File: config.mk
export PLATFORM = sky130hd
export DESIGN_NAME = matrix3_band_sequencer
export DESIGN_NICKNAME = d
export VERILOG_FILES = /design/src/rtl/matrix3_band_sequencer.sv
export SDC_FILE = /design/constraint.sdc
export NUM_CORES = 1
export LEC_CHECK = 0
export ABC_AREA = 1
export CORE_MARGIN = 4
export CORE_UTILIZATION = 40
export CTS_CLUSTER_SIZE = 16
export DETAILED_ROUTE_END_ITERATION = 10
export GPL_TIMING_DRIVEN = 0
export PLACE_DENSITY = 0.71
export SLEW_MARGIN = 5
export SYNTH_ARGS = -nofsm -noshare
export SYNTH_HDL_FRONTEND = slang
export SYNTH_SLANG_ARGS = --single-unit
File: constraint.sdc
create_clock -name I_CLK -period 1.66 [get_ports I_CLK]
set_input_delay 0.332 -clock I_CLK [delete_from_list [all_inputs] [get_ports I_CLK]]
set_output_delay 0.332 -clock I_CLK [all_outputs]
set_load 0.02 [all_outputs]
File: src/rtl/matrix3_band_sequencer.sv
`default_nettype none
// ============================================================================
// Module   : matrix3_band_sequencer
// Purpose  : Fills one 4-row band of the 640x4 3x3-matrix frame buffer from
//            a raster pixel stream, then scans that band. Each pixel's
//            8-neighbour matrix is presented downstream with a valid/ready
//            handshake. The block alternates fill and scan, one band at a time.
// Ports    : I_CLK, I_RESET_N (async, active low)
//            I_PIXEL / I_PIXEL_VALID / O_PIXEL_READY   upstream stream
//            O_BUF_COLUMN / O_BUF_ROW / O_BUF_PIXEL    buffer address + data
//            O_BUF_WRITE_ENABLE / O_BUF_READ_ENABLE    buffer strobes
//            I_BUF_MATRIX                              buffer matrix output
//            O_MATRIX / O_MATRIX_ROW / O_MATRIX_COLUMN downstream matrix
//            O_MATRIX_VALID / I_MATRIX_READY           downstream handshake
//            O_BAND_DONE                               last matrix accepted
// Revision : 1.0 - initial release
// ============================================================================
module matrix3_band_sequencer #(
  parameter int P_COLUMNS     = 640,
  parameter int P_ROWS        = 4,
  parameter int P_PIXEL_DEPTH = 8
) (
  input  logic                           I_CLK,
  input  logic                           I_RESET_N,
  input  logic [P_PIXEL_DEPTH-1:0]       I_PIXEL,
  input  logic                           I_PIXEL_VALID,
  output logic                           O_PIXEL_READY,
  output logic [$clog2(P_COLUMNS)-1:0]   O_BUF_COLUMN,
  output logic [$clog2(P_ROWS)-1:0]      O_BUF_ROW,
  output logic [P_PIXEL_DEPTH-1:0]       O_BUF_PIXEL,
  output logic                           O_BUF_WRITE_ENABLE,
  output logic                           O_BUF_READ_ENABLE,
  input  logic [8*P_PIXEL_DEPTH-1:0]     I_BUF_MATRIX,
  output logic [8*P_PIXEL_DEPTH-1:0]     O_MATRIX,
  output logic [$clog2(P_ROWS)-1:0]      O_MATRIX_ROW,
  output logic [$clog2(P_COLUMNS)-1:0]   O_MATRIX_COLUMN,
  output logic                           O_MATRIX_VALID,
  input  logic                           I_MATRIX_READY,
  output logic                           O_BAND_DONE
);

  localparam int c_COL_W = $clog2(P_COLUMNS);
  localparam int c_ROW_W = $clog2(P_ROWS);
  localparam int c_MAT_W = 8 * P_PIXEL_DEPTH;
  localparam logic [c_COL_W-1:0] c_LAST_COL = c_COL_W'(P_COLUMNS - 1);
  localparam logic [c_ROW_W-1:0] c_LAST_ROW = c_ROW_W'(P_ROWS - 1);

  typedef enum logic [2:0] {
    S_FILL     = 3'd0,
    S_RD_ISSUE = 3'd1,
    S_RD_WAIT  = 3'd2,
    S_RD_LATCH = 3'd3,
    S_HOLD     = 3'd4
  } state_t;

  state_t r_state, w_state_next;

  // Registered outputs and pointers
  logic                     r_pixel_ready,  w_pixel_ready_next;
  logic [c_COL_W-1:0]       r_buf_col,      w_buf_col_next;
  logic [c_ROW_W-1:0]       r_buf_row,      w_buf_row_next;
  logic [P_PIXEL_DEPTH-1:0] r_buf_pixel,    w_buf_pixel_next;
  logic                     r_buf_we,       w_buf_we_next;
  logic                     r_buf_re,       w_buf_re_next;
  logic [c_MAT_W-1:0]       r_matrix,       w_matrix_next;
  logic [c_ROW_W-1:0]       r_mat_row,      w_mat_row_next;
  logic [c_COL_W-1:0]       r_mat_col,      w_mat_col_next;
  logic                     r_mat_valid,    w_mat_valid_next;
  logic                     r_band_done,    w_band_done_next;
  logic [c_ROW_W-1:0]       r_wr_row,       w_wr_row_next;
  logic [c_COL_W-1:0]       r_wr_col,       w_wr_col_next;
  logic [c_ROW_W-1:0]       r_sc_row,       w_sc_row_next;
  logic [c_COL_W-1:0]       r_sc_col,       w_sc_col_next;

  logic w_accept;
  logic w_handshake;
  logic w_wr_last_col;
  logic w_sc_last_col;

  // Ready is only ever high in FILL, so the accept needs no state qualifier.
  assign w_accept      = I_PIXEL_VALID & r_pixel_ready;
  assign w_handshake   = r_mat_valid & I_MATRIX_READY;
  assign w_wr_last_col = (r_wr_col == c_LAST_COL);
  assign w_sc_last_col = (r_sc_col == c_LAST_COL);

  always_ff @(posedge I_CLK or negedge I_RESET_N) begin
    if (!I_RESET_N) begin
      r_state <= S_FILL;
    end else begin
      r_state <= w_state_next;
    end
  end

  always_comb begin
    w_state_next       = r_state;
    w_pixel_ready_next = r_pixel_ready;
    w_buf_col_next     = r_buf_col;
    w_buf_row_next     = r_buf_row;
    w_buf_pixel_next   = r_buf_pixel;
    w_buf_we_next      = 1'b0;
    w_buf_re_next      = 1'b0;
    w_matrix_next      = r_matrix;
    w_mat_row_next     = r_mat_row;
    w_mat_col_next     = r_mat_col;
    w_mat_valid_next   = r_mat_valid;
    w_band_done_next   = 1'b0;
    w_wr_row_next      = r_wr_row;
    w_wr_col_next      = r_wr_col;
    w_sc_row_next      = r_sc_row;
    w_sc_col_next      = r_sc_col;

    case (r_state)
      S_FILL: begin
        // Ready comes up on the first edge after reset and stays up
        // until the final pixel of the band is taken.
        w_pixel_ready_next = 1'b1;
        if (w_accept) begin
          w_buf_we_next    = 1'b1;
          w_buf_pixel_next = I_PIXEL;
          w_buf_row_next   = r_wr_row;
          w_buf_col_next   = r_wr_col;
          if (w_wr_last_col && (r_wr_row == c_LAST_ROW)) begin
            w_pixel_ready_next = 1'b0;
            w_wr_row_next      = '0;
            w_wr_col_next      = '0;
            w_state_next       = S_RD_ISSUE;
          end else if (w_wr_last_col) begin
            w_wr_col_next = '0;
            w_wr_row_next = r_wr_row + 1'b1;
          end else begin
            w_wr_col_next = r_wr_col + 1'b1;
          end
        end
      end

      S_RD_ISSUE: begin
        w_buf_re_next  = 1'b1;
        w_buf_row_next = r_sc_row;
        w_buf_col_next = r_sc_col;
        w_state_next   = S_RD_WAIT;
      end

      // Read strobe is on the bus this cycle; the buffer registers the
      // matrix at the end of it.
      S_RD_WAIT: begin
        w_state_next = S_RD_LATCH;
      end

      S_RD_LATCH: begin
        w_matrix_next    = I_BUF_MATRIX;
        w_mat_row_next   = r_sc_row;
        w_mat_col_next   = r_sc_col;
        w_mat_valid_next = 1'b1;
        w_state_next     = S_HOLD;
      end

      S_HOLD: begin
        if (w_handshake) begin
          w_mat_valid_next = 1'b0;
          if (w_sc_last_col && (r_sc_row == c_LAST_ROW)) begin
            w_band_done_next   = 1'b1;
            w_pixel_ready_next = 1'b1;
            w_sc_row_next      = '0;
            w_sc_col_next      = '0;
            w_state_next       = S_FILL;
          end else begin
            if (w_sc_last_col) begin
              w_sc_col_next = '0;
              w_sc_row_next = r_sc_row + 1'b1;
            end else begin
              w_sc_col_next = r_sc_col + 1'b1;
            end
            w_state_next = S_RD_ISSUE;
          end
        end
      end

      default: begin
        w_state_next = S_FILL;
      end
    endcase
  end

  always_ff @(posedge I_CLK or negedge I_RESET_N) begin
    if (!I_RESET_N) begin
      r_pixel_ready <= 1'b0;
      r_buf_col     <= '0;
      r_buf_row     <= '0;
      r_buf_pixel   <= '0;
      r_buf_we      <= 1'b0;
      r_buf_re      <= 1'b0;
      r_matrix      <= '0;
      r_mat_row     <= '0;
      r_mat_col     <= '0;
      r_mat_valid   <= 1'b0;
      r_band_done   <= 1'b0;
      r_wr_row      <= '0;
      r_wr_col      <= '0;
      r_sc_row      <= '0;
      r_sc_col      <= '0;
    end else begin
      r_pixel_ready <= w_pixel_ready_next;
      r_buf_col     <= w_buf_col_next;
      r_buf_row     <= w_buf_row_next;
      r_buf_pixel   <= w_buf_pixel_next;
      r_buf_we      <= w_buf_we_next;
      r_buf_re      <= w_buf_re_next;
      r_matrix      <= w_matrix_next;
      r_mat_row     <= w_mat_row_next;
      r_mat_col     <= w_mat_col_next;
      r_mat_valid   <= w_mat_valid_next;
      r_band_done   <= w_band_done_next;
      r_wr_row      <= w_wr_row_next;
      r_wr_col      <= w_wr_col_next;
      r_sc_row      <= w_sc_row_next;
      r_sc_col      <= w_sc_col_next;
    end
  end

  assign O_PIXEL_READY      = r_pixel_ready;
  assign O_BUF_COLUMN       = r_buf_col;
  assign O_BUF_ROW          = r_buf_row;
  assign O_BUF_PIXEL        = r_buf_pixel;
  assign O_BUF_WRITE_ENABLE = r_buf_we;
  assign O_BUF_READ_ENABLE  = r_buf_re;
  assign O_MATRIX           = r_matrix;
  assign O_MATRIX_ROW       = r_mat_row;
  assign O_MATRIX_COLUMN    = r_mat_col;
  assign O_MATRIX_VALID     = r_mat_valid;
  assign O_BAND_DONE        = r_band_done;

endmodule
`default_nettype wire

; ---- After elaboration in Yosys (flattened, before gate mapping)
; Cells that the tools add are included.
[totals]
reg_bits = 128
word_cells = 80
out_inout_bits = 101
[op_classes]
eq_ne = 12
n_reduce_logical = 16
n_mux = 30
n_bitwise = 2
addsub = 4
[ops]
columns = operator, n
row1 = $mux W10, 5
row2 = $add A10 B1 Y10 const B, 2
row3 = $eq A10 B10 Y1 const B, 2
row4 = $pmux W10 S2, 1
row5 = $pmux W3 S5, 1
row6 = $mux W1, 12
row7 = $reduce_and A3 Y1, 4
row8 = $mux W2, 5
row9 = $reduce_bool A2 Y1, 5
row10 = $mux W3, 3
row11 = $ne A2 B2 Y1 const B, 4
row12 = $reduce_and A2 Y1, 4
row13 = $eq A3 B2 Y1 const B, 2
row14 = $add A2 B1 Y2 const B, 2
row15 = $eq A2 B2 Y1 const B, 2
row16 = $pmux W1 S2, 2
row17 = $pmux W2 S2, 1
row18 = $eq A3 B1 Y1 const B, 1
row19 = $eq A3 B3 Y1 const B, 1
row20 = $logic_not A3 Y1, 1
row21 = $and A1 B1 Y1, 2
row22 = $logic_and A1 B1 Y1, 2

; ---- Longest topological paths before layout
[logic_depth]
word_depth = 5
ltp_mapped = 9
depth_no_buf = 9

; ---- Least setup slack after synthesis
; No wires, ideal clock.
[synth_path]
path_kind = register to register
start = register r_sc_col[0]
end = register r_sc_row[0]
path_slack_ps = 282
period_less_slack_ps = 1378
path_buffers = 0
path_stages_with_launch = 7
arrival_time_ps = 1258
required_ps = 1540
path_cell_list = dfrtp_1 > ha_1 > nand3_1 > nor2_1 > nand3_1 > o21ai_0 > inv_1
[synth_between]
elab_chain_cells = 4
elab_cells_between_ends = 5
cone_classes = eq/ne: 1 / mux: 1 / reduce/logical: 3
[synth_lines]
columns = element, line
row1 = "start, declared", 73  ; logic [c_COL_W-1:0] r_sc_col, w_sc_col_next;
row2 = "start signal, assigned", 216  ; r_sc_col <= w_sc_col_next;
row3 = $eq A10 B10 Y1 (*), 84  ; assign w_sc_last_col = (r_sc_col == c_LAST_COL);
row4 = $logic_and A1 B1 Y1, 160  ; if (w_sc_last_col && (r_sc_row == c_LAST_ROW)) begin
row5 = $reduce_bool A2 Y1 (no source line), --
row6 = $reduce_and A3 Y1 (no source line), --
row7 = "end signal, assigned", 215  ; r_sc_row <= w_sc_row_next;
row8 = "end, declared", 72  ; logic [c_ROW_W-1:0] r_sc_row, w_sc_row_next;
; Mark *: on every way between the ends. The rest lies on a longest branch, timed or not.
; A chain may end at the register's enable or synchronous reset.

; ---- Worst setup path in the final report
[layout_path]
start = register r_sc_col[0]
end = register r_state[0]
[layout_between]
elab_chain_cells = 5
[layout_lines]
columns = element, line
row1 = $eq A10 B10 Y1, 84
row2 = $logic_and A1 B1 Y1, 160
row3 = $mux W1, 160
row4 = $mux W3, 158  ; if (w_handshake) begin
row5 = $pmux W3 S5, 112  ; case (r_state)
row6 = "end signal, assigned", 90  ; r_state <= w_state_next;
row7 = "end, declared", 56  ; state_t r_state, w_state_next;
; No other way between the ends. The select of a mux whose other input is x is not followed.

==> flow_summary.yaml <==
outcome:
  status: "complete, no violations"
floorplanning:
  die-area_um2: 15100
  die_y_um: 123
  die_w_um: 123
  start_util_pct: 41.4
  rows: 41
  ios: 177
  core_area_um2: 12800
detailed_routing:
  drt_wl_total_mm: 14.2
  wl_met3_mm: 1.30
  dr_total_vias: 4177
  ant_nets: 0
  drt_iter0_markers: 296
  avgRoutedWirePerCell_um: 16.5
  wl_met1_mm: 5.85
  top_layer: "met4"
  avgViaCountPerCell: 4.86
  drtPass1Iterations: 4
  wl_met2_mm: 6.71
  drc: 0
placed_design:
  place_hpwl_mm: 10.8
  place_congestion: 0.925
  io_buffers: 176
  dp_slack_ns: -0.178
yosys:
  synth_enable_flop_cells: 0
  syn_area_per_cell_um2: 10.9
  yosysWarnings: 0
  synth_largest_area_cell: "dfrtp_1"
  yosys.area.top_type_share_pct: 60.6
  ys_types: 26
  seq_area_frac_synth_pct: 60.6
  ys_async_sr_fraction_pct: 100
  synthMostInstantiatedCell: "dfrtp_1"
  synth_common_cells: "dfrtp_1, nand2_1, mux2_2"
  syn_nets: 564
  synth_top_cells_by_area: "dfrtp_1, mux2_2, nand2_1, inv_1, o21ai_0"
  postSynthCellCount: 484
  synthFlopType: "dfrtp_1"
  synth_area_um2: 5290
  ys_ff_latch: 128
timing:
  setup_viol: 0
  hold_ws_ns: 0.395
  period_share_pct: 95.4
  hold_violations: 0
  fin_skew_ns: 0.00446
  tightest_slew_ns: 0.485
  report.final.slew_viol_count: 0
  max_freq_mhz: 631
  relSlewSlack_pct: 67.7
  final.setup.worst_slack_ns: 0.0764
  finalCriticalPeriod_ns: 1.58
setup_path:
  critPathMaxFanout: 7
  cp-start-kind: "register"
  r2r_end: "r_state[0]$_DFFE_PN0P_"
  cp-startpoint: "r_sc_col[0]$_DFFE_PN0P_"
  r2r_cells: 6
  critPathRequiredTime_ns: 1.96
  path_class: "register to register"
  r2r_slack_ns: 0.08
  crit_end: "r_state[0]$_DFFE_PN0P_"
  reg2reg_from: "r_sc_col[0]$_DFFE_PN0P_"
  arrival_ns: 1.88
  cp-end-kind: "register"
clock_tree:
  cts_sinks: 128
  clkTransAtPathRegs_ns: 0.05
  cts_buffer_depth: 2
  root_buffer: "clkbuf_16"
  h-tree-depth: 4
  cts_tree: "built"
  cts_made_buffers: 17
  postCtsSetupRepairBufs: 0
  clock_latency_ns: 0.41
grt:
  grt_pass1_wl_mm: 22.2
  grt_pass1_vias: 4214
  antenna_found_initial: 0
  grt_start_max_net_pins: 89
  overflow: 0
  gr-usage-all-layers_pct: 19.3
min_path:
  holdCritPathClass: "input port to asynchronous set/reset pin"
power:
  cellLeakagePower_uw: 0.00370
  irDropWorstVdd_uv: 617
  finalPower_uw: 7830
  power_density_nw_per_um2: 1020
cells_and_area:
  fin_nets: 761
  diodes: 0
  drive_gt1_share_pct: 16.6
  final_util_pct: 60.2
  synthToLayoutAreaGrowth_pct: 45.5
run:
  cap_violations: 0
==> critical path, stage by stage, from the launching register on <==
cell and delay [ns]:
dfrtp_2 0.43, ha_1 0.20, nand3_1 0.15, nor2_2 0.23, nand3_1 0.22, a21oi_1 0.19, nor2_1 0.06
==> state kept, by name, indices dropped and copies added (netlist names) <==
| name | flops |
|---|---|
| O_BAND_DONE | 1 |
| O_BUF_COLUMN | 10 |
| O_BUF_PIXEL | 8 |
| O_BUF_READ_ENABLE | 1 |
| O_BUF_ROW | 2 |
| O_BUF_WRITE_ENABLE | 1 |
| O_MATRIX | 64 |
| O_MATRIX_COLUMN | 10 |
| O_MATRIX_ROW | 2 |
| O_MATRIX_VALID | 1 |
| O_PIXEL_READY | 1 |
| r_sc_col | 10 |
| r_sc_row | 2 |
| r_state | 3 |
| r_wr_col | 10 |
| r_wr_row | 2 |
==> per-stage QoR <==
| step | setup TNS, ns | instance area [um^2] | cells |
|---|---|---|---|
| after global routing | -0.0334 | 7690 | 859 |
| after CTS | 0 | 7670 | 859 |
| after global placement | -594.08 | 7260 | 832 |
| after detailed placement | -2.53 | 7290 | 833 |
| final | 0 | 7690 | 859 |
| after floorplan | 0 | 5290 | 484 |
==> layer usage <==
metal  track usage (%)  vias up
met1              24.3     2003
met2              30.3      164
met5                 0        -
met3              6.82       22
li1                  -     1988
met4              7.98        0
==> worst min-delay path by stage <==
| stage | startpoint | end | slack (ns) | cells past startpoint |
|---|---|---|---|---|
| 2_1_floorplan | I_RESET_N | O_BAND_DONE$_DFF_PN0_ | 0.04 | 0 |
| 3_3_place_gp | O_BUF_PIXEL[0]$_DFFE_PN0P_ | O_BUF_PIXEL[0]$_DFFE_PN0P_ | 0.46 | 2 |
| 3_5_place_dp | I_RESET_N | O_MATRIX[54]$_DFFE_PN0P_ | 0.26 | 1 |
| 4_1_cts | I_RESET_N | O_MATRIX[53]$_DFFE_PN0P_ | 0.40 | 2 |
| 5_1_grt | I_RESET_N | O_MATRIX[54]$_DFFE_PN0P_ | 0.42 | 2 |
| 6_report | I_RESET_N | O_MATRIX[54]$_DFFE_PN0P_ | 0.40 | 2 |
==> placed cells by master, fill, tap and decap left out, drive strengths merged, types with 2 or more instances in the layout <==
master         Yosys  layout
dfrtp            128     128
inv               41      41
o22ai              5       5
a21oi              4       4
dlygate4sd2        0     101
buf               11      13
nand2            113     113
nor2              32      32
nor3               2       2
clkinv             0       2
mux2              64      64
o21ai             28      28
xor2               5       5
o211ai             6       6
clkbuf             3      26
nand3             26      26
nand4             10      10
ha                 4       4
clkdlybuf4s50      0      74
==> logic make-up after synthesis <==
group	Yosys count	synth area share [%]
XOR/XNOR	6	0.994
AO/OA/AOI/OAI	44	4.62
AND/OR/NAND/NOR	183	15.0
buffers and inverters	55	4.21
adder cells (fa/ha/maj)	4	0.947
multiplexers	64	13.6
flip-flops	128	60.6
==> repair_timing <==
| item | in CTS | in global routing |
|---|---|---|
| endpoints found under the setup margin | 101 | 21 |
| hold buffers | 1 | 0 |
| hold endpoints to repair | 40 | 0 |
| pin swaps | 0 | 0 |
| cloned | 0 | 0 |
| gates resized for setup | 101 | 7 |
==> power by group <==
group          total, uW  switching, uW  internal [uW]
combinational       1090            591            500
sequential          3560            193           3360
clock               3180           1190           2000
total               7830           1970           5860
==> area by class of cell <==
cell class / instances / area (um^2)
clock inverter: 2 / 10.0
tap: 172 / 215
clock buffer: 23 / 488
sequential: 128 / 3210
timing repair buffer: 178 / 1670
fill: 1069 / 5080
inverter: 41 / 154
buffer: 14 / 68.8
multi-input combinational: 301 / 1880
(Power assumes the default switching activity.)
